==> src/rtl/alu_sequencer_if.sv <==
// Instruction handshake and ArithmeticUnit bus for alu_sequencer.
// slave is the sequencer side; master is the upstream/ALU side.
interface alu_sequencer_if #(
  parameter int DATA_W  = 4,
  parameter int INSTR_W = 10
);
  logic               instr_valid;
  logic [INSTR_W-1:0] instr;
  logic               instr_ready;
  logic               alu_add;
  logic               alu_sub;
  logic               alu_lshift;
  logic               alu_rshift;
  logic [DATA_W-1:0]  alu_in1;
  logic [DATA_W-1:0]  alu_in2;
  logic [DATA_W-1:0]  alu_out;
  logic               alu_overflow;
  logic               done;
  logic               illegal;
  logic               flag;

  modport slave (
    input  instr_valid, instr, alu_out, alu_overflow,
    output instr_ready, alu_add, alu_sub, alu_lshift,
    output alu_rshift, alu_in1, alu_in2, done, illegal, flag
  );

  modport master (
    output instr_valid, instr, alu_out, alu_overflow,
    input  instr_ready, alu_add, alu_sub, alu_lshift,
    input  alu_rshift, alu_in1, alu_in2, done, illegal, flag
  );
endinterface

==> src/rtl/alu_sequencer.sv <==
// Control stage ahead of the 4-bit ArithmeticUnit: decode, operand read,
// single-cycle op strobe and register-file writeback.
module alu_sequencer #(
  parameter int DATA_W   = 4,
  parameter int NUM_REGS = 4,
  parameter int INSTR_W  = 10
) (
  input  logic              clk,
  input  logic              reset,
  alu_sequencer_if.slave    bus,
  input  logic [1:0]        dbg_sel,
  output logic [DATA_W-1:0] dbg_data
);

  typedef enum logic [1:0] {
    IDLE,
    DECODE,
    ISSUE,
    WB
  } state_t;

  localparam logic [2:0] OP_ADD = 3'b000;
  localparam logic [2:0] OP_SUB = 3'b001;
  localparam logic [2:0] OP_LSH = 3'b010;
  localparam logic [2:0] OP_RSH = 3'b011;
  localparam logic [2:0] OP_LDI = 3'b100;
  localparam logic [2:0] OP_MOV = 3'b101;

  state_t             state;
  state_t             state_nxt;
  logic [INSTR_W-1:0] ir;
  logic [DATA_W-1:0]  regs [NUM_REGS];
  logic [DATA_W-1:0]  in1;
  logic [DATA_W-1:0]  in2;
  logic               flag_q;

  logic [2:0]         op;
  logic [1:0]         rd;
  logic [1:0]         rs1;
  logic [1:0]         rs2;
  logic [DATA_W-1:0]  imm;
  logic               is_alu;
  logic               is_ldi;
  logic               is_mov;
  logic               wr_en;
  logic [DATA_W-1:0]  wr_data;

  assign op     = ir[9:7];
  assign rd     = ir[6:5];
  assign rs1    = ir[4:3];
  assign rs2    = ir[2:1];
  assign imm    = ir[DATA_W-1:0];
  assign is_alu = ~op[2];
  assign is_ldi = (op == OP_LDI);
  assign is_mov = (op == OP_MOV);

  assign bus.alu_in1 = in1;
  assign bus.alu_in2 = in2;
  assign bus.flag    = flag_q;
  assign dbg_data    = regs[dbg_sel];

  always_comb begin
    state_nxt       = state;
    bus.instr_ready = 1'b0;
    bus.alu_add     = 1'b0;
    bus.alu_sub     = 1'b0;
    bus.alu_lshift  = 1'b0;
    bus.alu_rshift  = 1'b0;
    bus.done        = 1'b0;
    bus.illegal     = 1'b0;
    wr_en           = 1'b0;
    wr_data         = '0;
    unique case (state)
      IDLE: begin
        bus.instr_ready = 1'b1;
        if (bus.instr_valid) state_nxt = DECODE;
      end
      DECODE: begin
        unique case (1'b1)
          is_alu:          state_nxt = ISSUE;
          is_ldi | is_mov: state_nxt = WB;
          default: begin
            bus.illegal = 1'b1;
            state_nxt   = IDLE;
          end
        endcase
      end
      ISSUE: begin
        state_nxt = WB;
        unique case (op)
          OP_ADD:  bus.alu_add    = 1'b1;
          OP_SUB:  bus.alu_sub    = 1'b1;
          OP_LSH:  bus.alu_lshift = 1'b1;
          OP_RSH:  bus.alu_rshift = 1'b1;
          default: ;
        endcase
      end
      WB: begin
        bus.done  = 1'b1;
        wr_en     = 1'b1;
        state_nxt = IDLE;
        unique case (1'b1)
          is_alu:  wr_data = bus.alu_out;
          is_ldi:  wr_data = imm;
          default: wr_data = regs[rs1];
        endcase
      end
      default: state_nxt = IDLE;
    endcase
  end

  always_ff @(posedge clk or posedge reset) begin
    if (reset) begin
      state  <= IDLE;
      ir     <= '0;
      in1    <= '0;
      in2    <= '0;
      flag_q <= 1'b0;
      for (int i = 0; i < NUM_REGS; i++) regs[i] <= '0;
    end else begin
      state <= state_nxt;
      if (state == IDLE && bus.instr_valid) ir <= bus.instr;
      // operands stay put until the next DECODE so ISSUE sees stable inputs
      if (state == DECODE) begin
        in1 <= regs[rs1];
        in2 <= regs[rs2];
      end
      if (wr_en) regs[rd] <= wr_data;
      if (wr_en && is_alu) flag_q <= bus.alu_overflow;
    end
  end

endmodule

==> src/flat_wrapper.sv <==
// flat-port wrapper written by rule: the top's interface ports become plain ports
module alu_sequencer_flat 
#(
  parameter int DATA_W   = 4,
  parameter int NUM_REGS = 4,
  parameter int INSTR_W  = 10
)
  (clk, reset, dbg_sel, dbg_data, bus_instr_valid, bus_instr, bus_alu_out, bus_alu_overflow, bus_instr_ready, bus_alu_add, bus_alu_sub, bus_alu_lshift, bus_alu_rshift, bus_alu_in1, bus_alu_in2, bus_done, bus_illegal, bus_flag);
  alu_sequencer_if #(.DATA_W(DATA_W), .INSTR_W(INSTR_W)) bus_i ();
  input  logic clk;
  input  logic reset;
  input  logic [1:0] dbg_sel;
  output logic [DATA_W-1:0] dbg_data;
  input wire logic [$bits(bus_i.instr_valid)-1:0] bus_instr_valid;
  input wire logic [$bits(bus_i.instr)-1:0] bus_instr;
  input wire logic [$bits(bus_i.alu_out)-1:0] bus_alu_out;
  input wire logic [$bits(bus_i.alu_overflow)-1:0] bus_alu_overflow;
  output wire logic [$bits(bus_i.instr_ready)-1:0] bus_instr_ready;
  output wire logic [$bits(bus_i.alu_add)-1:0] bus_alu_add;
  output wire logic [$bits(bus_i.alu_sub)-1:0] bus_alu_sub;
  output wire logic [$bits(bus_i.alu_lshift)-1:0] bus_alu_lshift;
  output wire logic [$bits(bus_i.alu_rshift)-1:0] bus_alu_rshift;
  output wire logic [$bits(bus_i.alu_in1)-1:0] bus_alu_in1;
  output wire logic [$bits(bus_i.alu_in2)-1:0] bus_alu_in2;
  output wire logic [$bits(bus_i.done)-1:0] bus_done;
  output wire logic [$bits(bus_i.illegal)-1:0] bus_illegal;
  output wire logic [$bits(bus_i.flag)-1:0] bus_flag;
  assign bus_i.instr_valid = bus_instr_valid;
  assign bus_i.instr = bus_instr;
  assign bus_i.alu_out = bus_alu_out;
  assign bus_i.alu_overflow = bus_alu_overflow;
  assign bus_instr_ready = bus_i.instr_ready;
  assign bus_alu_add = bus_i.alu_add;
  assign bus_alu_sub = bus_i.alu_sub;
  assign bus_alu_lshift = bus_i.alu_lshift;
  assign bus_alu_rshift = bus_i.alu_rshift;
  assign bus_alu_in1 = bus_i.alu_in1;
  assign bus_alu_in2 = bus_i.alu_in2;
  assign bus_done = bus_i.done;
  assign bus_illegal = bus_i.illegal;
  assign bus_flag = bus_i.flag;
  alu_sequencer #(.DATA_W(DATA_W), .NUM_REGS(NUM_REGS), .INSTR_W(INSTR_W)) u_core (.clk(clk), .reset(reset), .bus(bus_i), .dbg_sel(dbg_sel), .dbg_data(dbg_data));
endmodule
==> config.mk <==
export PLATFORM = sky130hd
export DESIGN_NAME = alu_sequencer_flat
export DESIGN_NICKNAME = d
export VERILOG_FILES = /design/src/rtl/alu_sequencer_if.sv /design/src/rtl/alu_sequencer.sv /design/src/flat_wrapper.sv
export SDC_FILE = /design/constraint.sdc
export NUM_CORES = 1
export LEC_CHECK = 0
export CORE_MARGIN = 5
export CORE_UTILIZATION = 46
export DETAILED_ROUTE_END_ITERATION = 10
export PLACE_DENSITY_LB_ADDON = 0.12
export SKIP_LAST_GASP = 1
export SYNTH_ARGS = -nofsm -noshare
export SYNTH_HDL_FRONTEND = slang
export SYNTH_SLANG_ARGS = --single-unit
==> constraint.sdc <==
create_clock -name clk -period 1.5 [get_ports clk]
set_input_delay 0.45 -clock clk [delete_from_list [all_inputs] [get_ports clk]]
set_output_delay 0.45 -clock clk [all_outputs]
set_load 0.02 [all_outputs]
Yosys cells after proc, flatten, opt, wreduce, memory -nomap -nowiden
Cells that the tools add are included.
- register bits after elaboration: 37
- input port bits: 20
- order comparisons: 5
- equality and inequality tests: 9
- muxes and demuxes: 29
- bitwise gates (word level): 6
- reductions and logical operators: 6
- operators with widths (operator ; count):
    two-way mux 4 bit ; 8
    binary-select mux 4 bit (select 2 bit) ; 3
    bitwise mux 16 bit ; 1
    greater-or-equal comparator 3 bit, second input constant ; 4
    two-way mux 1 bit ; 12
    NOT 2 -> 3 bit ; 4
    demux 4 bit (select 2 bit) ; 1
    one-hot mux 2 bit (4 select lines) ; 1
    one-hot mux 4 bit (2 select lines) ; 1
    equality test 3 x 2 -> 1 bit, second input constant ; 2
    equality test 3 bit, second input constant ; 2
    equality test 2 bit, second input constant ; 2
    one-hot mux 2 bit (2 select lines) ; 1
    equality test 3 x 1 -> 1 bit, second input constant ; 1
    logical AND 1 bit ; 3
    zero test 3 bit ; 1
    < comparator 3 x 1 -> 1 bit, second input constant ; 1
    equality test 2 x 1 -> 1 bit, second input constant ; 1
    zero test 2 bit ; 1
    two-way mux 2 bit ; 1
    != test 2 bit, second input constant ; 1
    OR reduction 2 bit ; 1
    NOT 1 bit ; 1
    bitwise OR 1 bit ; 1

Longest topological paths before layout
Gate-level depths: netlist (run 1).
- word-level depth: 7
- depth in mapped cells: 5

Worst setup path before layout (run 1)
Ideal clock, no wire load.
- kind: flip-flop to output port
- from: reg with a tool-made name
- to: out bus_alu_sub
- arrival time: 1.413 ns
- setup slack: -0.363 ns
- stages on the path, launching flop included: 5
- cells stage by stage: dfrtp_1 buf_2 inv_1 or3_1 nor3b_1
- RTL lines (what ; RTL line ; source):
    to (decl) ; flat_wrapper.sv:20 ; output wire logic [$bits(bus_i.alu_sub)-1:0] bus_alu_sub;

==> results_dict.tcl, run 1 <==
set metrics [dict create \
    status "finished, violations left" \
    failed_checks "setup timing" \
    fp.dieW_um 75.1 \
    r2r_setup_slack_ns -0.03 \
    yosysSeqAreaShare_pct 47.6 \
    max_slew_margin_pct 77.8 \
    yosys_warnings 0 \
    pin_count 40 \
    root_buffer "clkbuf_8" \
    layout-drive-gt1-share_pct 48.1 \
    dr.first_iter.drc_count 104 \
    synth_fa_ha_area_share_pct 0 \
    htree_levels 2 \
    synth_cell_types 29 \
    core_area_sq_mm 0.00406 \
    gr-total-overflow 0 \
    synth_enable_flop_cells 0 \
    viasPerCell 5.57 \
    synthCells 159 \
    reg2reg_from "u_core.regs[5]" \
    startpoint_type "flip-flop" \
    rsz0062_at_grt "yes" \
    dr_wl_met3_um 265 \
    syn_nets 179 \
    min_period_ns 1.88 \
    synth.avg_cell_area_sq_um 12.2 \
    antenna_found_initial 0 \
    final_area_sq_mm 0.00283 \
    ff2ff_path_depth 4 \
    grt_start_max_net_pins 38 \
    cpPeakStageDelay_ns 0.39 \
    worstMarginPinSlew_ns 0.324 \
    arrival_ns 1.43 \
    wl_met2_um 2560 \
    worst_clock_skew_ns 0.00219 \
    drcViolationCount 0 \
    synth.area.mux_share_pct 27.4 \
    synth-compound-area-share_pct 9.51 \
    ir_drop_mv 1.15 \
    critical_path.slowest_cell "or3_4" \
    top_layer "met4" \
    setup_ws_ns -0.381 \
    p_per_area_mw_per_mm2 2240 \
    grt_usage_pct 18.9 \
    synth_ff_type "dfrtp_1" \
    grt_first_pass_wirelength_um 7990 \
    setup_viol 12 \
    worstSetupEndpointType "output port" \
    synthSimpleGateAreaFrac_pct 11.1 \
    synth_seq_cells 37 \
    postRouteAntennaNets 0 \
    row_count 23 \
    synth_area_sq_mm 0.00195 \
    synthArstFlopShare_pct 100 \
    final.period_utilization_pct 125 \
    worstHoldEndpoint "u_core.bus.alu_in1[0]" \
    slew_viol_final 0 \
    die-area_sq_mm 0.00563 \
    place_area_sq_mm 0.00264 \
    cts_buffers 5 \
    hold_path.class "reg -> reg" \
    drt_pass1_iterations 4 \
    clockBufferDepth 2 \
    synthXorXnorAreaFrac_pct 0 \
    avgRoutedWirePerCell_um 17.3 \
    worstReg2RegEnd "u_core.bus.alu_in1[1]" \
    cts.sinks 37 \
    fin_nets 252 \
    grt_pass1_vias 1721 \
    dp_hpwl_um 3660 \
    syn_to_final_growth_pct 45.1 \
    cp_max_fo 2 \
    layout_common_cells "buf_4, dfrtp_1, mux2_2" \
    io_buffers 39 \
    place_congestion 0.852 \
    path_cells "inv_1 > or3_4 > nor3b_4 > buf_6" \
    routed_wl_um 4900 \
    min_path_cells 1 \
    critPathKind "reg -> out" \
    initial_core_util_pct 48.0 \
    p_leak_nw 1.18 \
    hold_start "u_core.bus.alu_in1[0]" \
    max_freq_ghz 0.532 \
    die-height_um 75.1 \
    diodes 0 \
    maxCapViolCount 0 \
    m1WireLength_um 1990 \
    final_core_util_pct 69.6 \
    hold_viol 0 \
    clkTransAtPathRegs_ns 0.07 \
    required_ns 1.05 \
    cts_tree "done" \
    layout_commonest_cell "buf_4" \
    vias 1577 \
    synth_top_family_by_area "multiplexers" \
    fin_tns_setup_ns -2.69 \
    clock_latency_ns 0.28 \
]
==> synth_stat cells, types with 2 or more instances <==
| library cell | number | area [sq um] |
|---|---|---|
| inv_1 | 3 | 11.3 |
| and2_1 | 3 | 18.8 |
| mux4_2 | 11 | 248 |
| and4b_1 | 2 | 20.0 |
| buf_4 | 2 | 15.0 |
| nand2_1 | 6 | 22.5 |
| a21oi_1 | 4 | 20.0 |
| nor2_1 | 18 | 67.6 |
| a31oi_1 | 12 | 75.1 |
| o21ai_0 | 2 | 10.0 |
| buf_2 | 8 | 40.0 |
| mux2i_1 | 6 | 60.1 |
| nand3_1 | 4 | 20.0 |
| mux2_2 | 20 | 225 |
| o311a_1 | 4 | 40.0 |
| nor3b_1 | 2 | 15.0 |
| or2_2 | 2 | 12.5 |
| dfrtp_1 | 37 | 926 |
| a2bb2oi_1 | 3 | 26.3 |
==> critical path: cells and delay by family (launching register included) <==
family	cells	cell delay (ns)
and+or+nand+nor	2	0.58
DFF	1	0.37
buffers and inverters	2	0.20
==> worst max path at each step <==
stage | startpoint | to | slack (ns) | cells after the start
floorplan | u_core.state[0] | bus_alu_sub | -0.15 | 3
CTS | u_core.state[0] | bus_alu_sub | -0.38 | 3
global placement | dbg_sel[0] | dbg_data[2] | -1.09 | 3
detailed placement | dbg_sel[0] | dbg_data[2] | -1.13 | 3
global route | flip-flop | bus_alu_sub | -0.43 | 4
finish | flip-flop | bus_alu_sub | -0.38 | 4
==> cell families (layout without fill, tap and decap cells) <==
group / after synthesis / count (layout)
muxes: 37 / 37
DFF: 37 / 37
buffers and inverters: 16 / 90
and+or+nand+nor: 42 / 42
AOI/OAI and AO/OA: 27 / 27
==> final cells by class <==
class	instances	area (sq um)
multi-input cells	106	1040
well taps	50	62.6
inverters	3	11.3
flip-flops and latches	37	928
clock buffers	8	80.1
fillers	313	1230
repair buffers	79	703
==> power breakdown <==
part	leakage, nW	switching (mW)	internal [mW]
Clock	0.0395	0.324	0.330
Sequential	0.414	0.373	1.49
Combinational	0.728	1.77	2.05
Total	1.18	2.46	3.87
==> per-layer routing <==
metal	track usage, %	vias up
met2	34.0	51
met3	3.87	7
li1	-	739
met4	5.53	0
met1	22.6	780
met5	0	-
==> sequential cells by signal (all words and copies together) (netlist names), named ones only <==
signal,count
u_core.regs,16
u_core.state,1
u_core.bus.alu_in1,4
u_core.bus.alu_in2,4
u_core.ir,10
u_core.bus.flag,1
==> stage by stage <==
stage | setup WS [ns] | hold WS [ns] | power (mW) | cells
after floorplan | -0.154 | 0.480 | 3.96 | 159
after global placement | -1.09 | 0.489 | 5.29 | 270
after detailed placement | -1.13 | 0.495 | 5.40 | 270
after CTS | -0.381 | 0.505 | 6.15 | 281
after global routing | -0.432 | 0.516 | 6.72 | 283
final | -0.381 | 0.501 | 6.33 | 283
==> timing repair <==
item                                    in CTS  in global routing
gates resized for setup                     86                 18
setup buffers                                3                  6
hold buffers                                 0                  0
endpoints found under the setup margin      23                 36
pin swaps                                    4                  2
(Power assumes the default switching activity.)
==> run 2, diff against run 1 <==
--- a/config.mk
+++ b/config.mk
@@ -8,8 +8,9 @@
 export CORE_MARGIN = 5
 export CORE_UTILIZATION = 46
 export DETAILED_ROUTE_END_ITERATION = 10
-export PLACE_DENSITY_LB_ADDON = 0.12
+export PLACE_DENSITY = 0.79
 export SKIP_LAST_GASP = 1
+export SLEW_MARGIN = 10
 export SYNTH_ARGS = -nofsm -noshare
 export SYNTH_HDL_FRONTEND = slang
 export SYNTH_SLANG_ARGS = --single-unit
==> results_dict.tcl, run 2 (synthesized netlist as in run 1, its figures left out) <==
set metrics [dict create \
    p_seq_share_pct 28.1 \
    viasPerCell 5.82 \
    dp_hpwl_um 3640 \
    postRouteAntennaNets 0 \
    arrival_ns 1.52 \
    final.period_utilization_pct 131 \
    worstMarginPinSlew_ns 0.410 \
    startpoint_type "flip-flop" \
    layout_commonest_cell "dfrtp_1" \
    vias 1630 \
    htree_levels 2 \
    core_area_sq_mm 0.00406 \
    fin_nets 249 \
    setup_ws_ns -0.465 \
    internal-power_mw 4.09 \
    grt_start_max_net_pins 38 \
    p_per_area_mw_per_mm2 2330 \
    cts_tree "done" \
    root_buffer "clkbuf_8" \
    max_freq_ghz 0.509 \
    drt_pass1_iterations 4 \
    path_cells "or3_4 > nor3b_4 > buf_6" \
    pin_count 40 \
    top_regs "u_core.regs (16), u_core.ir (10)" \
    layout_common_cells "dfrtp_1, buf_4, mux2_2" \
    slew_viol_final 0 \
    place_area_sq_mm 0.00264 \
    stdcell_count 280 \
    final.fill_count 268 \
    gr-total-overflow 0 \
    failed_checks "setup timing" \
    hold_viol 0 \
    worst-path-buf-inv 1 \
    p_sw_mw 2.57 \
    row_count 23 \
    critical_path.slowest_cell "or3_4" \
    clkTransAtPathRegs_ns 0.07 \
    clock_latency_ns 0.29 \
    antenna_found_initial 0 \
    combPwrFrac_pct 58.5 \
    die-area_sq_mm 0.00563 \
    cp_max_fo 4 \
    rsz0062_at_grt "yes" \
    hold_path.class "reg -> reg" \
    syn_to_final_growth_pct 47.0 \
    finalPower_mw 6.66 \
    ir_drop_mv 1.36 \
    critPathKind "reg -> out" \
    layout-drive-gt1-share_pct 47.8 \
    die-height_um 75.1 \
    largest_reg_flops 16 \
    p_leak_nw 1.19 \
    cpPeakStageDelay_ns 0.44 \
    dr.first_iter.drc_count 169 \
    min_period_ns 1.97 \
    worstSetupEndpointType "output port" \
    dp_worst_setup_slack_ns -1.13 \
    grt_pass1_vias 1783 \
    place_congestion 0.856 \
    maxCapViolCount 0 \
    setup_viol 11 \
    clockBufferDepth 2 \
    initial_core_util_pct 48.0 \
    final_area_sq_mm 0.00286 \
    drcViolationCount 0 \
    crit_family "simple AND/OR/NAND/NOR gates" \
    cts.sinks 37 \
    cts_buffers 5 \
    top_register "u_core.regs" \
    diodes 0 \
    dp.cells 269 \
    max_slew_margin_pct 72.6 \
    avgRoutedWirePerCell_um 18.8 \
    grt_usage_pct 20.8 \
    io_buffers 39 \
    required_ns 1.05 \
    status "finished, violations left" \
    swShare_pct 38.6 \
    routed_wl_um 5260 \
    grt_first_pass_wirelength_um 8590 \
    r2r_setup_slack_ns 0.04 \
    clockPowerShare_pct 13.4 \
    worst_clock_skew_ns 0.00666 \
    fp.dieW_um 75.1 \
]
==> run 2: metrics by stage <==
stage               util (%)  hold slack (ns)  setup TNS (ns)
finish                  70.6            0.490           -3.08
global route            70.6            0.527           -3.48
CTS                     69.7            0.497           -2.99
detailed placement      64.9            0.485           -9.16
global placement        64.9            0.474           -8.79
floorplan                  -            0.480           -1.18
==> run 2: timing repair <==
item / in CTS / in global routing
hold buffers: 0 / 0
resized for setup: 90 / 17
buffers inserted: 7 / 3
endpoints found under the setup margin: 20 / 36
gates cloned: 0 / 0
pin swaps: 4 / 6
==> run 2: power groups by stage <==
stage               logic (mW)  registers, mW  clock network [mW]
floorplan                 2.03           1.94                   0
global placement          3.41           1.82                   0
detailed placement        3.54           1.86                   0
CTS                       3.73           1.84               0.909
global route              4.17           1.93               0.936
finish                    3.90           1.87               0.892
==> run 2: layer usage <==
layer / track usage (%) / vias up / routed length [um]
met1: 24.5 / 835 / 2080
met2: 36.5 / 53 / 2760
met5: 0 / - / 0
met4: 9.68 / 0 / 76
met3: 3.87 / 7 / 344
li1: - / 735 / -
==> run 2: worst register-to-register path, cell delays in order (launching register included) <==
cell     delay [ns]
dfrtp_1        0.40
buf_6          0.14
buf_4          0.14
and4b_1        0.24
buf_4          0.19
nor2_1         0.19
a31oi_4        0.05
==> run 2: cell type report <==
class | instances | area [sq um] | share of cell area (%)
multi-input cells | 106 | 1060 | 36.9
well taps | 50 | 62.6 | 2.19
clock buffers | 7 | 86.3 | 3.02
flip-flops and latches | 37 | 928 | 32.4
clock inverters | 1 | 30.0 | 1.05
repair buffers | 76 | 688 | 24.0
inverters | 3 | 11.3 | 0.393
==> run 2: path summary, 6_finish.rpt <==
| kind | startpoint | endpoint | cells after the start |
|---|---|---|---|
| max | u_core.state[0] | bus_alu_sub | 3 |
| min | u_core.bus.alu_in1[3] | u_core.bus.alu_in1[3] | 2 |
| max reg2reg | flip-flop | u_core.regs[5] | 6 |
| max in group asynchronous | reset | u_core.ir[4] | 3 |
| min in group asynchronous | reset | u_core.bus.alu_in1[0] | 3 |
| min reg2reg | u_core.bus.alu_in1[3] | u_core.bus.alu_in1[3] | 2 |
==> run 3, diff against run 2 <==
--- a/config.mk
+++ b/config.mk
@@ -5,11 +5,11 @@
 export SDC_FILE = /design/constraint.sdc
 export NUM_CORES = 1
 export LEC_CHECK = 0
+export ABC_AREA = 1
 export CORE_MARGIN = 5
 export CORE_UTILIZATION = 46
 export DETAILED_ROUTE_END_ITERATION = 10
-export PLACE_DENSITY = 0.79
-export SKIP_LAST_GASP = 1
+export PLACE_DENSITY = 0.78
 export SLEW_MARGIN = 10
 export SYNTH_ARGS = -nofsm -noshare
 export SYNTH_HDL_FRONTEND = slang
==> results_dict.tcl, run 3 <==
set metrics [dict create \
    status "finished, violations left" \
    failed_checks "setup timing" \
    startpoint_type "flip-flop" \
    internal-power_mw 3.60 \
    ir_drop_mv 1.18 \
    swShare_pct 45.5 \
    arrival_ns 1.25 \
    p_leak_nw 1.49 \
    grt_start_max_net_pins 38 \
    clock_latency_ns 0.29 \
    fin_tns_setup_ns -0.830 \
    dr.first_iter.drc_count 181 \
    synth_area_sq_mm 0.00199 \
    drt_pass1_iterations 4 \
    vias 2092 \
    routed_wl_um 5530 \
    htree_levels 2 \
    cts.hold.buffers_added 0 \
    final_core_util_pct 69.8 \
    rsz0062_at_grt "yes" \
    diodes 0 \
    synth_enable_flop_cells 0 \
    io_buffers 39 \
    gr-total-overflow 0 \
    initial_core_util_pct 46.6 \
    row_count 24 \
    final_area_sq_mm 0.00298 \
    grt_first_pass_wirelength_um 9510 \
    critical_path.slowest_cell "dfrtp_2" \
    layout_common_cells "nand2_1, buf_4, dfrtp_1" \
    synthCells 268 \
    drcViolationCount 0 \
    clkTransAtPathRegs_ns 0.07 \
    yosysTopAreaCellShare_pct 46.6 \
    synth_seq_cells 37 \
    yosysMostFrequentCell "nand2_1" \
    place_area_sq_mm 0.00276 \
    max_freq_ghz 0.587 \
    ys_top_cells_by_area "dfrtp_1, nand2_1, nor2_1, o21ai_0, nand3_1" \
    synth_top_family_by_area "simple AND/OR/NAND/NOR gates" \
    seqCellArea_sq_um 930 \
    cp_max_fo 6 \
    dp_worst_setup_slack_ns -1.07 \
    cts_buffers 5 \
    postRouteAntennaNets 0 \
    worst_clock_skew_ns 0.00695 \
    yosys_warnings 0 \
    cpPeakStageDelay_ns 0.46 \
    synth.avg_cell_area_sq_um 7.41 \
    cts.sinks 37 \
    syn_nets 288 \
    clockPowerShare_pct 10.2 \
    place_congestion 0.857 \
    synth_fa_ha_area_share_pct 0 \
    layout_commonest_cell "nand2_1" \
    clockBufferDepth 2 \
    required_ns 1.05 \
    synth.area.mux_share_pct 0.567 \
    pin_count 40 \
    setup_viol 8 \
    synthArstFlopShare_pct 100 \
    hold_path.class "reg -> reg" \
    combPwrFrac_pct 59.5 \
    path_cells "nor4_2 > buf_4" \
    cts_tree "done" \
    synthSimpleGateAreaFrac_pct 37.3 \
    top_regs "u_core.regs (16), u_core.ir (10)" \
    fp.dieW_um 75.7 \
    avgRoutedWirePerCell_um 13.6 \
    antenna_found_initial 0 \
    min_period_ns 1.70 \
    yosysTopAreaCell "dfrtp_1" \
    synthXorXnorAreaFrac_pct 0 \
    p_per_area_mw_per_mm2 2220 \
    synth-compound-area-share_pct 9.70 \
    viasPerCell 5.14 \
    slew_viol_final 0 \
    dp_hpwl_um 4190 \
    critPathKind "reg -> out" \
    netlist_top_cells_count "nand2_1, dfrtp_1, nor2_1" \
    setup_ws_ns -0.203 \
    grt_pass1_vias 2117 \
    p_seq_share_pct 30.3 \
    synth_ff_type "dfrtp_1" \
    r2r_setup_slack_ns 0.08 \
    multi_input_area_sq_mm 0.00107 \
    top_register "u_core.regs" \
    die-height_um 75.7 \
    fin_nets 374 \
    grt_usage_pct 21.8 \
    synth_cell_types 20 \
    final.fill_count 324 \
    maxCapViolCount 0 \
    core_area_sq_mm 0.00426 \
    max_slew_margin_pct 75.8 \
    largest_reg_flops 16 \
    yosysSeqAreaShare_pct 46.6 \
    hold_viol 0 \
    layout-drive-gt1-share_pct 33.2 \
    root_buffer "clkbuf_8" \
    worstSetupEndpointType "output port" \
    worstMarginPinSlew_ns 0.363 \
    p_sw_mw 3.01 \
    final.period_utilization_pct 114 \
    die-area_sq_mm 0.00573 \
    syn_to_final_growth_pct 49.9 \
]
-- run 3: cell type report --
type	instances	share of cell area, %
clock buffer	8	2.69
tap	52	2.18
timing repair buffer	84	24.6
sequential	37	31.2
multi-input combinational	203	35.9
inverter	23	3.36
-- run 3: stage by stage --
step | instances | power (mW) | hold slack, ns
final | 407 | 6.61 | 0.475
after global placement | 391 | 5.49 | 0.461
after global routing | 407 | 7.16 | 0.512
after detailed placement | 391 | 5.59 | 0.466
after floorplan | 268 | 3.94 | 0.480
after CTS | 402 | 6.37 | 0.480
-- run 3: cells by family (layout without fill, tap and decap cells) --
kind of cell    count (synthesis)  count (layout)
buf+inv                        28             115
compound gates                 36              36
simple gates                  166             166
flops                          37              37
mux                             1               1
-- run 3: what timing repair did --
item                       4_1_cts  5_1_grt
resized for setup              114       16
pin swaps                       13        8
setup endpoints to repair       23       24
buffers inserted                 3        5
-- run 3: power groups by stage --
stage | sequential [mW] | combinational (mW) | clock, mW
floorplan | 2.07 | 1.87 | 0
global placement | 1.94 | 3.54 | 0
detailed placement | 1.96 | 3.63 | 0
CTS | 1.98 | 3.72 | 0.679
global route | 2.07 | 4.35 | 0.737
finish | 2.00 | 3.93 | 0.673
-- run 3: metal layers --
layer / up-vias / track usage (%) / part of all wire (%)
li1: 1037 / - / -
met1: 994 / 28.0 / 43
met2: 51 / 35.4 / 51
met5: - / 0 / 0
met3: 10 / 5.54 / 5.3
met4: 0 / 7.96 / 0.98
-- run 3: worst max-delay path: cells and delay by family (launching register included) --
kind | cells | cell delay (ns)
flops | 1 | 0.46
simple gates | 1 | 0.30
buf+inv | 1 | 0.20
-- run 3: path summary, 6_finish.rpt --
kind                                       start  cells past startpoint               endpoint
setup / recovery                    u_core.ir[9]                      2         bus_alu_lshift
hold / removal             u_core.bus.alu_in2[1]                      2  u_core.bus.alu_in2[1]
setup reg to reg                    u_core.ir[9]                      7         u_core.regs[4]
hold reg to reg            u_core.bus.alu_in2[1]                      2  u_core.bus.alu_in2[1]
max in group asynchronous                  reset                      3           u_core.ir[9]
min in group asynchronous                  reset                      3  u_core.bus.alu_in1[3]
